`config.mk`:
```
export PLATFORM = sky130hd
export DESIGN_NAME = psram_arbiter_flat
export DESIGN_NICKNAME = d
export VERILOG_FILES = /design/src/rtl/psram_arbiter_if.sv /design/src/rtl/psram_arbiter.sv /design/src/flat_wrapper.sv
export SDC_FILE = /design/constraint.sdc
export NUM_CORES = 1
export LEC_CHECK = 0
export CORE_ASPECT_RATIO = 0.9
export CORE_MARGIN = 5
export CORE_UTILIZATION = 41
export DETAILED_ROUTE_END_ITERATION = 12
export PLACE_DENSITY = 0.81
export SYNTH_ARGS = -nofsm -noshare
export SYNTH_HDL_FRONTEND = slang
export SYNTH_SLANG_ARGS = --single-unit
```
`constraint.sdc`:
```
create_clock -name clk -period 1.7 [get_ports clk]
set_input_delay 0.17 -clock clk [delete_from_list [all_inputs] [get_ports clk]]
set_output_delay 0.17 -clock clk [all_outputs]
set_load 0.1 [all_outputs]
```
`src/rtl/psram_arbiter_if.sv`:
```
// psram_arbiter_if -- bundle of the two requester ports and the memory-side
// command bus around psram_arbiter.
//   a_* : port A (video) request/ack/data
//   b_* : port B (CPU) request/ack/data
//   mem_* : command strobes, address and data to/from the PSRAM memory module
//   busy : arbiter is not idle
// Modports:
//   slave  : the arbiter itself
//   master : the environment (requesters and memory module)
interface psram_arbiter_if;
  logic        a_req;
  logic        a_we;
  logic [23:0] a_addr;
  logic [15:0] a_wdata;
  logic        a_ack;
  logic [15:0] a_rdata;

  logic        b_req;
  logic        b_we;
  logic [23:0] b_addr;
  logic [15:0] b_wdata;
  logic        b_ack;
  logic [15:0] b_rdata;

  logic        mem_ready;
  logic        mem_read_strobe;
  logic        mem_write_strobe;
  logic [23:0] mem_addr;
  logic [15:0] mem_wdata;
  logic [15:0] mem_rdata;

  logic        busy;

  modport slave (
    input  a_req, a_we, a_addr, a_wdata,
    input  b_req, b_we, b_addr, b_wdata,
    input  mem_ready, mem_rdata,
    output a_ack, a_rdata, b_ack, b_rdata,
    output mem_read_strobe, mem_write_strobe, mem_addr, mem_wdata,
    output busy
  );

  modport master (
    output a_req, a_we, a_addr, a_wdata,
    output b_req, b_we, b_addr, b_wdata,
    output mem_ready, mem_rdata,
    input  a_ack, a_rdata, b_ack, b_rdata,
    input  mem_read_strobe, mem_write_strobe, mem_addr, mem_wdata,
    input  busy
  );
endinterface

```
`src/rtl/psram_arbiter.sv`:
```
// psram_arbiter -- two-port (A = video, B = CPU) arbiter in front of a PSRAM
// memory module that exposes a ready/strobe command interface.
// Ports:
//   clk   : system clock, shared with the memory module
//   rst_n : synchronous active-low reset
//   bus   : psram_arbiter_if.slave (requester ports, memory bus, busy)
// Build option:
//   PSRAM_ARB_FIXED_PRIO_EN -- when defined, port A always wins contention;
//   otherwise round-robin with a last_owner bit (A wins first after reset).
//
// state     | meaning
// ----------+-----------------------------------------------------------
// IDLE      | waiting for a request while the memory is ready
// ISSUE     | one-cycle read or write strobe to the memory
// WAIT_BUSY | waiting for the memory to drop ready (bounded, 4 cycles)
// WAIT_DONE | memory busy; ack the owner when ready returns
module psram_arbiter (
  input logic             clk,
  input logic             rst_n,
  psram_arbiter_if.slave  bus
);

  typedef enum logic [1:0] {IDLE, ISSUE, WAIT_BUSY, WAIT_DONE} state_t;

  localparam logic OWN_A = 1'b0;
  localparam logic OWN_B = 1'b1;

  state_t      state;
  state_t      state_nxt;
  logic        owner;
  logic        latched_we;
  logic [1:0]  tmo_cnt;
  logic [23:0] mem_addr_q;
  logic [15:0] mem_wdata_q;
  logic [15:0] a_rdata_q;
  logic [15:0] b_rdata_q;
  logic        a_ack_q;
  logic        b_ack_q;
  logic        grant;
  logic        pick_b;
  logic        done;

  // No grant in an ack cycle: the requester still holds req there, and
  // that req belongs to the transaction just finished.
  assign grant = (state == IDLE) && bus.mem_ready && !a_ack_q && !b_ack_q &&
                 (bus.a_req || bus.b_req);
  assign done  = (state == WAIT_DONE) && bus.mem_ready;

`ifdef PSRAM_ARB_FIXED_PRIO_EN
  assign pick_b = !bus.a_req;
`else
  logic last_owner;

  // B wins only when it is alone, or when A owned the previous transaction.
  assign pick_b = !bus.a_req || (bus.b_req && (last_owner == OWN_A));

  always_ff @(posedge clk) begin
    if (!rst_n) begin
      last_owner <= OWN_B;
    end else if (grant) begin
      last_owner <= pick_b;
    end
  end
`endif

  always_ff @(posedge clk) begin
    if (!rst_n) begin
      state <= IDLE;
    end else begin
      state <= state_nxt;
    end
  end

  always_comb begin
    state_nxt = state;
    case (state)
      IDLE:      if (grant) state_nxt = ISSUE;
      ISSUE:     state_nxt = WAIT_BUSY;
      WAIT_BUSY: begin
        if (!bus.mem_ready) begin
          state_nxt = WAIT_DONE;
        end else if (tmo_cnt == 2'd0) begin
          state_nxt = ISSUE;   // strobe was missed, send it again
        end
      end
      WAIT_DONE: if (bus.mem_ready) state_nxt = IDLE;
      default:   state_nxt = IDLE;
    endcase
  end

  always_ff @(posedge clk) begin
    if (!rst_n) begin
      owner       <= OWN_A;
      latched_we  <= 1'b0;
      tmo_cnt     <= 2'd0;
      mem_addr_q  <= 24'd0;
      mem_wdata_q <= 16'd0;
      a_rdata_q   <= 16'd0;
      b_rdata_q   <= 16'd0;
      a_ack_q     <= 1'b0;
      b_ack_q     <= 1'b0;
    end else begin
      a_ack_q <= 1'b0;
      b_ack_q <= 1'b0;

      if (grant) begin
        owner       <= pick_b;
        latched_we  <= pick_b ? bus.b_we    : bus.a_we;
        mem_addr_q  <= pick_b ? bus.b_addr  : bus.a_addr;
        mem_wdata_q <= pick_b ? bus.b_wdata : bus.a_wdata;
      end

      // Loaded on every strobe; reaching 0 with ready still high means
      // four WAIT_BUSY cycles passed without the memory taking the command.
      if (state == ISSUE) begin
        tmo_cnt <= 2'd3;
      end else if ((state == WAIT_BUSY) && bus.mem_ready && (tmo_cnt != 2'd0)) begin
        tmo_cnt <= tmo_cnt - 2'd1;
      end

      if (done) begin
        if (owner == OWN_B) begin
          b_ack_q <= 1'b1;
          if (!latched_we) b_rdata_q <= bus.mem_rdata;
        end else begin
          a_ack_q <= 1'b1;
          if (!latched_we) a_rdata_q <= bus.mem_rdata;
        end
      end
    end
  end

  assign bus.mem_read_strobe  = (state == ISSUE) && !latched_we;
  assign bus.mem_write_strobe = (state == ISSUE) &&  latched_we;
  assign bus.mem_addr         = mem_addr_q;
  assign bus.mem_wdata        = mem_wdata_q;
  assign bus.a_ack            = a_ack_q;
  assign bus.b_ack            = b_ack_q;
  assign bus.a_rdata          = a_rdata_q;
  assign bus.b_rdata          = b_rdata_q;
  assign bus.busy             = (state != IDLE);

endmodule
```
`src/flat_wrapper.sv`:
```
// flat-port wrapper written by rule: the top's interface ports become plain ports
module psram_arbiter_flat 
  (clk, rst_n, bus_a_req, bus_a_we, bus_a_addr, bus_a_wdata, bus_b_req, bus_b_we, bus_b_addr, bus_b_wdata, bus_mem_ready, bus_mem_rdata, bus_a_ack, bus_a_rdata, bus_b_ack, bus_b_rdata, bus_mem_read_strobe, bus_mem_write_strobe, bus_mem_addr, bus_mem_wdata, bus_busy);
  psram_arbiter_if bus_i ();
  input logic clk;
  input logic rst_n;
  input wire logic [$bits(bus_i.a_req)-1:0] bus_a_req;
  input wire logic [$bits(bus_i.a_we)-1:0] bus_a_we;
  input wire logic [$bits(bus_i.a_addr)-1:0] bus_a_addr;
  input wire logic [$bits(bus_i.a_wdata)-1:0] bus_a_wdata;
  input wire logic [$bits(bus_i.b_req)-1:0] bus_b_req;
  input wire logic [$bits(bus_i.b_we)-1:0] bus_b_we;
  input wire logic [$bits(bus_i.b_addr)-1:0] bus_b_addr;
  input wire logic [$bits(bus_i.b_wdata)-1:0] bus_b_wdata;
  input wire logic [$bits(bus_i.mem_ready)-1:0] bus_mem_ready;
  input wire logic [$bits(bus_i.mem_rdata)-1:0] bus_mem_rdata;
  output wire logic [$bits(bus_i.a_ack)-1:0] bus_a_ack;
  output wire logic [$bits(bus_i.a_rdata)-1:0] bus_a_rdata;
  output wire logic [$bits(bus_i.b_ack)-1:0] bus_b_ack;
  output wire logic [$bits(bus_i.b_rdata)-1:0] bus_b_rdata;
  output wire logic [$bits(bus_i.mem_read_strobe)-1:0] bus_mem_read_strobe;
  output wire logic [$bits(bus_i.mem_write_strobe)-1:0] bus_mem_write_strobe;
  output wire logic [$bits(bus_i.mem_addr)-1:0] bus_mem_addr;
  output wire logic [$bits(bus_i.mem_wdata)-1:0] bus_mem_wdata;
  output wire logic [$bits(bus_i.busy)-1:0] bus_busy;
  assign bus_i.a_req = bus_a_req;
  assign bus_i.a_we = bus_a_we;
  assign bus_i.a_addr = bus_a_addr;
  assign bus_i.a_wdata = bus_a_wdata;
  assign bus_i.b_req = bus_b_req;
  assign bus_i.b_we = bus_b_we;
  assign bus_i.b_addr = bus_b_addr;
  assign bus_i.b_wdata = bus_b_wdata;
  assign bus_i.mem_ready = bus_mem_ready;
  assign bus_i.mem_rdata = bus_mem_rdata;
  assign bus_a_ack = bus_i.a_ack;
  assign bus_a_rdata = bus_i.a_rdata;
  assign bus_b_ack = bus_i.b_ack;
  assign bus_b_rdata = bus_i.b_rdata;
  assign bus_mem_read_strobe = bus_i.mem_read_strobe;
  assign bus_mem_write_strobe = bus_i.mem_write_strobe;
  assign bus_mem_addr = bus_i.mem_addr;
  assign bus_mem_wdata = bus_i.mem_wdata;
  assign bus_busy = bus_i.busy;
  psram_arbiter u_core (.clk(clk), .rst_n(rst_n), .bus(bus_i));
endmodule
```
### After elaboration in Yosys (flattened, before gate mapping)

Index checks and enable logic that the tools add are counted.

| operators by class | value |
|---|---|
| add/subtract/negate cells | 1 |
| eq/ne operators | 6 |
| multiplexer cells | 12 |
| bitwise gates (word level) | 3 |
| reductions and logical operators | 25 |

Operators by type and width:

| kind | count |
|---|---|
| two-way mux 24 bit | 1 |
| two-way mux 16 bit | 1 |
| two-way mux 2 bit | 6 |
| logical AND 1 bit | 10 |
| AND reduction 3 bit | 3 |
| case mux 2 bit (4 select lines) | 1 |
| nonzero test 2 bit | 3 |
| equality test 2 bit, second input constant | 2 |
| zero test 1 bit | 4 |
| zero test 2 bit | 2 |
| two-way mux 1 bit | 3 |
| inequality test 3 x 2 -> 1 bit, second input constant | 1 |
| inverter 1 bit | 3 |
| equality test 2 x 1 -> 1 bit, second input constant | 1 |
| logical OR 1 bit | 2 |
| inequality test 2 x 1 -> 1 bit, second input constant | 1 |
| inequality test 2 bit, second input constant | 1 |
| AND reduction 2 bit | 1 |
| subtractor 2 x 1 -> 2 bit, second input constant | 1 |

| storage, ports and cells | value |
|---|---|
| register bits | 81 |
| logic and storage cells | 58 |

### Longest topological paths before layout

Gate-level depths: netlist of run 1.

| depth | value |
|---|---|
| word-level depth | 7 |
| mapped depth | 7 |
| depth with buffers taken out | 5 |

### Least setup slack after synthesis of run 1

OpenSTA, ideal clock, no wires.

| path | value |
|---|---|
| kind | reg2out |
| start point | register u_core.state[0] |
| end point | output bus_mem_read_strobe |
| arrival | 2853 ps |
| required time | 1530 ps |
| setup slack | -1323 ps |
| cell stages (with the launch flop) | 3 |
| path buffers | 1 |
| path through | dfxtp_1 -> clkbuf_1 -> nor3b_1 |

| on the way | value |
|---|---|
| longest elaborated chain between the ends | 2 |

RTL lines:

| what | RTL line | source |
|---|---|---|
| start: declaration | psram_arbiter.sv:28 | `state_t state;` |
| start signal: assignment | psram_arbiter.sv:70 | `state <= state_nxt;` |
| equality test 2 x 1 -> 1 bit | psram_arbiter.sv:133 | `assign bus.mem_read_strobe = (state == ISSUE) && !latched_we;` |
| logical AND 1 bit | psram_arbiter.sv:133 |  |
| end: declaration | flat_wrapper.sv:21 | `output wire logic [$bits(bus_i.mem_read_strobe)-1:0] bus_mem_read_strobe;` |

Every way passes these cells.

### Worst setup path in the final report of run 1

| path | value |
|---|---|
| start point | register u_core.state[1] |
| end point | output bus_busy |

| on the way | value |
|---|---|
| longest elaborated chain between the ends | 1 |

RTL lines:

| what | RTL line | source |
|---|---|---|
| nonzero test 2 bit | psram_arbiter.sv:141 | `assign bus.busy = (state != IDLE);` |
| end: declaration | flat_wrapper.sv:25 | `output wire logic [$bits(bus_i.busy)-1:0] bus_busy;` |

Every way passes these cells.

==> results.toml, run 1 <==
[hold_path]
hold_start = "bus_mem_rdata[7]"
hold_path_depth = 3
hold_class = "input pin to register"
hold_end = "u_core.bus.b_rdata[7]"

[power]
peakVddDrop_mv = 0.628
power_mw = 5.78
p_per_area_nw_per_um2 = 1010
power.leakage_nw = 2.10

[synth]
synthSimpleGateAreaFrac_pct = 16.1
synth-async-reset-ratio_pct = 0
synth_area_per_cell_um2 = 8.68
yosysWarnings = 0
syn_nets = 539
yosysTopAreaCell = "dfxtp_1"
yosys.cell_types.count = 31
synth_flop_cell = "dfxtp_1"
synth.area.mux_share_pct = 0
synthAdderAreaFrac_pct = 0.331
synth_xor_area_share_pct = 0
synth_compound_area_share_pct = 31.3
netlist_instances = 435
synth_top_family_by_area = "compound AO/OA/AOI/OAI gates"
ys_ff_latch = 81
syn_area_um2 = 3770
synthTopCellsByArea = "dfxtp_1 43%, a21oi_1 10%, o21ai_0 9.7%, a311oi_1 9.5%, nand3b_1 8.2%"
synth_top_area_share_pct = 43.0
seq_area_frac_synth_pct = 43.0
synth_edf_count = 0

[placed_design]
postPlaceCellArea_um2 = 5510
gp_congestion = 0.827
hpwlAfterDp_um = 8910
place_inst = 698
io_buffer_count = 179

[sta]
max_slew_margin_pct = 75.3
worst_pin_slew_ns = 0.369
period_minus_slack_ns = 1.56
fmax_ghz = 0.641
final_max_slew_viol_count = 0
hold_viol = 0
setup_viol = 0
fin_tns_setup_ns = 0
fin_crit_sh_pct = 91.8
rsz0062_at_grt = "false"
finalClockSkew_ns = 0.0116

[setup_path]
cp-start-kind = "register"
cp_data_required_time_ns = 1.53
cp.arrival_ns = 1.39
reg2reg_to = "u_core.bus.mem_wdata[10]"
cp-end-kind = "primary output"
r2r_start = "u_core.bus.a_ack"
critPathMaxFanout = 16
reg2reg_slack_ns = 0.18
worstRegToRegCells = 4
critPathKind = "register to primary output"

[floorplan]
io_pins = 180
num_rows = 33
core-area_um2 = 9040
die_area_um2 = 11200
fp.dieW_um = 111
start_util_pct = 41.7
die_h_um = 101

[clock_tree]
cts_sinks = 81
ctsHoldBuffers = 0
clock_latency_ns = 0.34
cts_root_buffer = "clkbuf_8"
cts_tree = "built"
clk_pin_slew_worst_paths_ns = 0.10
cts_buffer_depth = 2
cts_made_buffers = 9
cts_resized = 0
cts_setup_buffers = 0
cts_max_level = 3

[layout]
final_common_cell = "clkdlybuf4s50_1"
final_nets = 691
area_growth_pct = 51.0
most-common-layout-cells = "102 x clkdlybuf4s50_1, 84 x buf_4, 79 x dfxtp_1, 76 x a21oi_1, 73 x o21ai_0"
instances_no_fill = 714
filler_cell_count = 744
fin_area_um2 = 5700
drive_above_1_share_pct = 20.6
n_antenna_cell = 0

[flow_run]
maxCapViolations = 0

[routing]
drt_iter0_markers = 184
wl_per_cell_um = 17.2
vias = 4005
antenna_left = 0
wl_um = 12300
drc = 0
avgViaCountPerCell = 5.61
drtPass1Iterations = 4

[global_route]
grt_start_max_net_pins = 75
antenna_found_initial = 0
grt_pass1_wl_um = 19500
grt_pass1_vias = 3992
overflow = 0
grt_usage_pct = 21.1

[status]
status = "completed"
stage by stage:
| step | setup WS (ns) | hold WS (ns) | utilization (%) |
|---|---|---|---|
| 2_1_floorplan | 0.0256 | 0.246 | - |
| 3_3_place_gp | 0.109 | 0.461 | 61.0 |
| 3_5_place_dp | 0.0234 | 0.467 | 61.0 |
| 4_1_cts | 0.115 | 0.395 | 63.0 |
| 5_1_grt | 0.0594 | 0.410 | 63.0 |
| 6_report | 0.139 | 0.411 | 63.0 |
layout make-up:
type	instances	area, µm²	share of cell area (%)
clock inverters	6	50.0	0.878
repair buffers	198	1890	33.2
multi-input cells	291	1820	31.9
flip-flops and latches	81	1630	28.5
clock buffers	10	138	2.41
well taps	122	153	2.68
inverters	6	22.5	0.395
power breakdown:
part / internal [mW] / switching, mW
Clock: 0.592 / 0.741
Sequential: 2.05 / 0.106
Combinational: 0.721 / 1.57
Total: 3.36 / 2.42
registers in the layout, summed over array words and instances, names as in the netlist, 2 cells and up:
| register | flops |
|---|---|
| u_core.bus.mem_addr | 24 |
| u_core.bus.a_rdata | 16 |
| u_core.bus.b_rdata | 16 |
| u_core.bus.mem_wdata | 16 |
| u_core.state | 2 |
| u_core.tmo_cnt | 2 |
layer usage:
| layer | track usage [%] | vias to the layer above | part of all wire, % |
|---|---|---|---|
| met5 | 0 | - | 0 |
| met2 | 36.7 | 157 | 51 |
| met4 | 7.30 | 0 | 1.9 |
| li1 | - | 1941 | - |
| met1 | 24.9 | 1889 | 40 |
| met3 | 6.48 | 18 | 7.3 |
critical path, cell delays in order, from the launching register on:
cell and delay [ns]:
dfxtp_1 0.35, buf_4 0.19, or2_2 0.34, buf_12 0.18
cells by family after synthesis:
group / count (synthesis)
AOI/OAI and AO/OA: 199
and+or+nand+nor: 91
adders and majority gates: 1
buffers and inverters: 63
DFF: 81
Yosys cell counts (2+ instances only):
| cell type | count |
|---|---|
| nand3_1 | 32 |
| o21ai_0 | 73 |
| and3_1 | 4 |
| nand3b_1 | 41 |
| dfxtp_1 | 81 |
| and4b_1 | 2 |
| o21a_1 | 2 |
| buf_2 | 5 |
| a21oi_1 | 76 |
| a311oi_1 | 41 |
| o221a_2 | 2 |
| clkbuf_1 | 42 |
| inv_1 | 5 |
| o21ai_1 | 2 |
| nor2b_1 | 2 |
| nand4b_1 | 2 |
| buf_6 | 6 |
| buf_12 | 4 |
worst max path at each step:
stage	from	end	slack, ns	depth (start not counted)
2_1_floorplan	u_core.state[0]	bus_mem_read_strobe	0.03	2
3_3_place_gp	bus_a_req	u_core.bus.mem_wdata[6]	0.11	6
3_5_place_dp	bus_mem_ready	u_core.bus.mem_addr[12]	0.02	5
4_1_cts	u_core.state[1]	bus_busy	0.12	3
5_1_grt	u_core.bus.a_ack	u_core.bus.mem_addr[6]	0.06	4
6_report	u_core.state[1]	bus_busy	0.14	3
(Power assumes the default switching activity.)
==> inputs of run 2 (changes only) <==
CELL_PAD_IN_SITES_DETAIL_PLACEMENT = 1   (was unset)
CELL_PAD_IN_SITES_GLOBAL_PLACEMENT = 1   (was unset)
CORE_UTILIZATION = 29   (was 41)
==> results.toml, run 2 (same netlist as run 1, synthesis figures left out) <==
[sta]
worst_pin_slew_ns = 0.393
fin_crit_sh_pct = 95.9
setup_viol = 0
rsz0062_at_grt = "false"
hold_viol = 0
fmax_ghz = 0.613
period_minus_slack_ns = 1.63
final_max_slew_viol_count = 0
max_slew_margin_pct = 73.8
finalClockSkew_ns = 0.0100

[layout]
final_common_cell = "clkdlybuf4s50_1"
fin_util_pct = 46.4
largest_reg_flops = 24
most-common-layout-cells = "101 x clkdlybuf4s50_1, 87 x buf_4, 79 x dfxtp_1, 76 x a21oi_1, 73 x o21ai_0"
filler_cell_count = 1486
fin_area_um2 = 5900
final_nets = 695
area_growth_pct = 56.4
instances_no_fill = 760
n_antenna_cell = 0
drive_above_1_share_pct = 21.5

[power]
power_frac_clock_pct = 31.2
swShare_pct = 39.6
p_comb_share_pct = 35.8
peakVddDrop_mv = 0.567
power.leakage_nw = 2.17
internal_power_mw = 3.97
power.switching_mw = 2.60
p_per_area_nw_per_um2 = 1110
seqPwrFrac_pct = 33.0

[setup_path]
r2r_start = "u_core.bus.a_ack"
cp.arrival_ns = 1.85
critPathMaxFanout = 33
critPathKind = "register to register"
reg2reg_to = "u_core.bus.mem_wdata[6]"
cp-start-kind = "register"
cp_data_required_time_ns = 1.92
worstRegToRegCells = 4
cp-end-kind = "register"
reg2reg_slack_ns = 0.07

[clock_tree]
clk_pin_slew_worst_paths_ns = 0.07
cts_made_buffers = 9
cts_tree = "built"
ctsHoldBuffers = 0
cts_resized = 1
cts_root_buffer = "clkbuf_16"
cts_sinks = 81
cts_buffer_depth = 2
cts_max_level = 3
clock_latency_ns = 0.34
cts_setup_buffers = 0

[routing]
wl_per_cell_um = 18.7
antenna_left = 0
drt_iter0_markers = 220
drtPass1Iterations = 4
avgViaCountPerCell = 5.33
wl_um = 14200
drc = 0
vias = 4048

[hold_path]
hold_start = "bus_a_req"
hold_end = "u_core.bus.mem_addr[6]"
hold_path_depth = 4
hold_class = "input pin to register"

[placed_design]
hpwlAfterDp_um = 10500
gp_congestion = 0.830
place_inst = 744
postPlaceCellArea_um2 = 5590
io_buffer_count = 179

[flow_run]
maxCapViolations = 0

[floorplan]
fp.dieW_um = 130
num_rows = 39
die_area_um2 = 15400
core-area_um2 = 12700
die_h_um = 118
start_util_pct = 29.6
io_pins = 180

[global_route]
grt_pass1_vias = 4357
grt_start_max_net_pins = 56
overflow = 0
grt_pass1_wl_um = 22600
grt_usage_pct = 18.1
antenna_found_initial = 0

[status]
status = "completed"
-- run 2: how the worst max path moves through the flow --
stage / from / endpoint / slack (ns) / cells after the start
5_1_grt: u_core.bus.a_ack / u_core.bus.mem_wdata[6] / 0.003 / 4
2_1_floorplan: u_core.state[0] / bus_mem_read_strobe / 0.03 / 2
3_5_place_dp: bus_b_req / u_core.bus.mem_wdata[6] / -0.15 / 5
4_1_cts: u_core.bus.a_ack / u_core.bus.mem_wdata[6] / 0.08 / 4
6_report: u_core.bus.a_ack / u_core.bus.mem_wdata[6] / 0.07 / 4
3_3_place_gp: bus_b_req / u_core.bus.mem_addr[22] / 0.04 / 5
-- run 2: metrics by stage --
stage / hold WS (ns) / setup TNS, ns / power, mW / worst slack [ns]
3_5_place_dp: 0.473 / -0.166 / 4.56 / -0.147
2_1_floorplan: 0.246 / 0 / 3.86 / 0.0256
4_1_cts: 0.336 / 0 / 6.63 / 0.0775
3_3_place_gp: 0.461 / 0 / 4.50 / 0.0417
5_1_grt: 0.353 / 0 / 6.84 / 0.00281
6_report: 0.345 / 0 / 6.57 / 0.0693
-- run 2: power groups by stage --
stage	Combinational, mW	Clock, mW	Sequential (mW)
after CTS	2.36	2.10	2.17
after detailed placement	2.35	0	2.21
after global routing	2.47	2.18	2.19
after floorplan	0.785	0	3.08
after global placement	2.30	0	2.20
final	2.35	2.05	2.17
-- run 2: routing by layer --
metal,global-route usage (%),routed length [µm]
met5,0,0
met4,5.58,285
met3,4.24,826
met2,32.2,7340
met1,21.2,5770
-- run 2: final cells by class --
| cell class | count | area [µm²] | share of cell area (%) |
|---|---|---|---|
| clock buffer | 9 | 225 | 3.82 |
| multi-input combinational | 291 | 1820 | 30.8 |
| tap | 164 | 205 | 3.48 |
| clock inverter | 7 | 82.6 | 1.40 |
| sequential | 81 | 1630 | 27.6 |
| timing repair buffer | 202 | 1920 | 32.5 |
| inverter | 6 | 22.5 | 0.382 |
-- run 2: worst max-delay path, cell delays in order, from the launching register on --
cell	delay, ns
dfxtp_4	0.35
nor4_4	0.35
buf_6	0.31
a21oi_1	0.13
a311oi_1	0.35
==> inputs of run 3 (changes only) <==
CTS_BUF_LIST = sky130_fd_sc_hd__clkbuf_8 sky130_fd_sc_hd__clkbuf_16   (was unset)
==> results of run 3 <==
The final DEF is identical to that of run 2; final timing and power are the same.
